File: config.mk
export PLATFORM = sky130hd
export DESIGN_NAME = counter_bcd_conv
export DESIGN_NICKNAME = d
export VERILOG_FILES = /design/src/rtl/counter_bcd_conv.sv
export SDC_FILE = /design/constraint.sdc
export NUM_CORES = 1
export LEC_CHECK = 0
export ABC_AREA = 1
export CAP_MARGIN = 25
export CORE_AREA = 2 2 100 102
export CTS_BUF_LIST = sky130_fd_sc_hd__clkbuf_8 sky130_fd_sc_hd__clkbuf_16
export DETAILED_ROUTE_END_ITERATION = 8
export DIE_AREA = 0 0 102 104
export DONT_BUFFER_PORTS = 1
export PLACE_DENSITY = 0.35
export SLEW_MARGIN = 25
export SYNTH_ARGS = -nofsm -noshare
export SYNTH_HDL_FRONTEND = slang
export SYNTH_SLANG_ARGS = --single-unit
File: constraint.sdc
create_clock -name CLOCK -period 2.1 [get_ports CLOCK]
set_input_delay 0.42 -clock CLOCK [delete_from_list [all_inputs] [get_ports CLOCK]]
set_output_delay 0.42 -clock CLOCK [all_outputs]
set_load 0.02 [all_outputs]
File: src/rtl/counter_bcd_conv.sv
// counter_bcd_conv: sequential double-dabble binary-to-BCD converter with START/BUSY/DONE handshake
module counter_bcd_conv #(
  parameter int IN_WIDTH = 10,
  parameter int DIGITS = 4
) (
  input logic CLOCK,
  input logic RESET,
  input logic START,
  input logic [IN_WIDTH-1:0] BIN_IN,
  output logic BUSY,
  output logic DONE,
  output logic [4*DIGITS-1:0] BCD_OUT
);
  localparam int BW = 4 * DIGITS;
  localparam int CW = $clog2(IN_WIDTH + 1);
  function automatic bit fits();
    longint p;
    p = 1;
    for (int i = 0; i < DIGITS; i++) p = p * 10;
    return p > (longint'(1) << IN_WIDTH) - 1;
  endfunction
  if (!fits()) begin : g_chk
    $error("10**DIGITS must exceed 2**IN_WIDTH-1");
  end
  typedef enum logic {IDLE, SHIFT} state_t;
  state_t state, nxt;
  logic [IN_WIDTH-1:0] sh;
  logic [BW-1:0] scratch, adj, next_scratch;
  logic [CW-1:0] cnt;
  always_comb begin
    adj = scratch;
    for (int i = 0; i < DIGITS; i++)
      adj[4*i+:4] = scratch[4*i+:4] + (scratch[4*i+:4] >= 4'd5 ? 4'd3 : 4'd0);
    next_scratch = {adj[BW-2:0], sh[IN_WIDTH-1]};
    nxt = state == IDLE ? (START ? SHIFT : IDLE) : (cnt == CW'(1) ? IDLE : SHIFT);
  end
  assign BUSY = state == SHIFT;
  always_ff @(posedge CLOCK) begin
    if (RESET) begin
      state <= IDLE;
      DONE <= 1'b0;
      BCD_OUT <= '0;
      sh <= '0;
      scratch <= '0;
      cnt <= '0;
    end else begin
      state <= nxt;
      DONE <= state == SHIFT && cnt == CW'(1);
      if (state == IDLE && START) begin
        sh <= BIN_IN;
        scratch <= '0;
        cnt <= CW'(IN_WIDTH);
      end else if (state == SHIFT) begin
        sh <= sh << 1;
        scratch <= next_scratch;
        cnt <= cnt - 1'b1;
        if (cnt == CW'(1)) BCD_OUT <= next_scratch;
      end
    end
  end
endmodule
==> flow_metrics.env <==
export IMPL_final_layout_size_suffix_gt1_share_pct=5.68
export IMPL_dpl_cell_count=442
export IMPL_fin_worst_skew_ns=0.0106
export IMPL_cts_root_buf="clkbuf_8"
export IMPL_yosys_register_bits=48
export IMPL_hold_violations=0
export IMPL_dr_pass1_iters=4
export IMPL_setup_violations_final=0
export IMPL_status="finished, final reports clean"
export IMPL_cts_setup_buffers=0
export IMPL_synth_cell_types=22
export IMPL_synthesis_nets=344
export IMPL_cts_path_max_buffers=2
export IMPL_whs_path_depth=1
export IMPL_clk_pin_slew_worst_paths_ns=0.09
export IMPL_diodes=0
export IMPL_dp_hpwl_mm=3.49
export IMPL_place_congestion=0.769
export IMPL_routedWlPerCell_um=11.9
export IMPL_nets=342
export IMPL_cts_hold_buf=0
export IMPL_synth_avg_cell_area_um2=7.26
export IMPL_synthCells=318
export IMPL_wl_met2_mm=2.46
export IMPL_min_period_ns=1.82
export IMPL_io_pins=31
export IMPL_crit_path_start_kind="register"
export IMPL_port_buffers=0
export IMPL_vias=1814
export IMPL_dieArea_um2=10600
export IMPL_regToRegSetupSlack_ns=0.28
export IMPL_ir_drop_v=0.000233
export IMPL_antenna_found_initial=0
export IMPL_reg2reg_depth=10
export IMPL_synth_edf_count=0
export IMPL_die_w_um=102
export IMPL_grt_setup_unrepaired="no"
export IMPL_top_layer_used="met4"
export IMPL_critPathMaxFanout=4
export IMPL_seq_area_frac_synth_pct=41.6
export IMPL_hold_class="primary input to register"
export IMPL_grt_pass1_vias=1789
export IMPL_cts_repair_resized=0
export IMPL_numCtsBuffers=5
export IMPL_power_total_mw=1.75
export IMPL_ant_nets=0
export IMPL_post_route_period_util_pct=86.8
export IMPL_critPathKind="register to register"
export IMPL_initial_core_util_pct=24.2
export IMPL_crit_required_ns=2.34
export IMPL_numClockSinks=48
export IMPL_num_rows=36
export IMPL_cap_violations=0
export IMPL_grt_overflow_total=0
export IMPL_area_growth_pct=9.32
export IMPL_vias_per_cell=4.03
export IMPL_ys_top_cells_by_count="101 x nand2_1, 48 x dfxtp_1, 45 x inv_1"
export IMPL_drt_iter0_drc=61
export IMPL_synth_main_ff_cell="dfxtp_1"
export IMPL_yosys_warnings=0
export IMPL_grt_pass1_wl_mm=9.14
export IMPL_tightest_slew_ns=0.813
export IMPL_drt_total_wl_mm=5.34
export IMPL_synth_top_area_cell="dfxtp_1"
export IMPL_grt_start_max_net_pins=29
export IMPL_final_util_pct=26.4
export IMPL_core_area_um2=9550
export IMPL_synth_most_common_cell="nand2_1"
export IMPL_stdcell_count=450
export IMPL_drv_slew=0
export IMPL_synthArstFlopShare_pct=0
export IMPL_clock_fmax_mhz=549
export IMPL_clkLatencyLatePin_ns=0.30
export IMPL_slew_headroom_pct=45.6
export IMPL_grt_use_total_pct=11.1
export IMPL_drc=0
export IMPL_dr_wl_met3_um=255
export IMPL_nFillCells=1100
export IMPL_tritoncts="built"
export IMPL_syn_cell_area_um2=2310
export IMPL_met1_length_mm=2.57
export IMPL_synth_area_leaders="dfxtp_1 42%, nand2_1 16%, nand3_1 8.2%"
export IMPL_critPathCaptureType="register"
export IMPL_h_tree_depth=2
export IMPL_p_leak_nw=1.18
export IMPL_yosysTopAreaCellShare_pct=41.6
export IMPL_die_h_um=104
export IMPL_pwr_density_cell_nw_per_um2=692
export IMPL_cp_arrival_ns=2.06
export IMPL_setup_tns_ns=0
==> cell usage in the layout (no fill, tap or decap) <==
cell        count
buf_4           4
clkbuf_8        6
nand2_1       101
nand3_1        38
clkinvlp_4      1
xnor2_1         3
o21ai_0        10
nor2_2          1
nor2_8          1
nand4_4         1
a21oi_1        19
nand3_4         1
fa_1            4
ha_1            9
inv_2           1
nor2_4          1
dfxtp_1        48
nor2_1         20
inv_1          46
xor2_1          1
inv_4           1
==> metrics by stage <==
step           area, µm²  hold slack [ns]  setup WS, ns
4_1_cts             2520            0.165         0.272
5_1_grt             2520            0.159        0.0781
3_3_place_gp        2430            0.453         0.293
3_5_place_dp        2430            0.453         0.306
6_report            2520            0.182         0.277
2_1_floorplan       2310            0.438         0.429
==> cell families after synthesis <==
kind of cell | Yosys count | share of synthesized area [%]
AOI/OAI and AO/OA | 29 | 6.29
xor gates and xnor gates | 4 | 1.52
adders and majority gates | 13 | 8.35
buffers and inverters | 60 | 11.0
DFF | 48 | 41.6
and+or+nand+nor | 164 | 31.2
==> cell type report <==
class / count / area [µm²] / share of cell area (%)
Tap cell: 133 / 166 / 6.59
Clock buffer: 6 / 82.6 / 3.27
Inverter: 47 / 179 / 7.09
Timing Repair Buffer: 4 / 30.0 / 1.19
Clock inverter: 2 / 11.3 / 0.446
Sequential cell: 48 / 961 / 38.1
Multi-Input combinational cell: 210 / 1090 / 43.3
==> critical path: stages, from the launching register on <==
cell	delay [ns]
dfxtp_1	0.36
nor2_1	0.09
inv_1	0.04
a21oi_1	0.21
inv_1	0.10
ha_1	0.22
inv_1	0.07
fa_1	0.42
inv_1	0.06
nand2_1	0.04
a21oi_1	0.13
==> report_power, final <==
part           total, mW  internal, mW  switching, mW  leakage, nW
registers          0.973         0.942         0.0308        0.390
clock network      0.588         0.264          0.325       0.0486
logic              0.184        0.0619          0.123        0.741
==> sequential cells by signal, indices dropped and copies added (netlist names) <==
register  flops
BCD_OUT      16
scratch      16
sh           10
cnt           4
BUSY          1
DONE          1
==> path summary, 6_finish.rpt <==
kind,from,endpoint
setup / recovery,scratch[9],scratch[10]
hold / removal,RESET,sh[0]
setup reg to reg,scratch[9],scratch[10]
hold reg to reg,sh[0],sh[0]
==> routing by layer <==
| layer | vias up | GRT usage, % |
|---|---|---|
| li1 | 977 | - |
| met1 | 802 | 14.2 |
| met2 | 31 | 17.8 |
| met3 | 4 | 3.29 |
| met4 | 0 | 3.43 |
| met5 | - | 0 |
(Power assumes the default switching activity.)
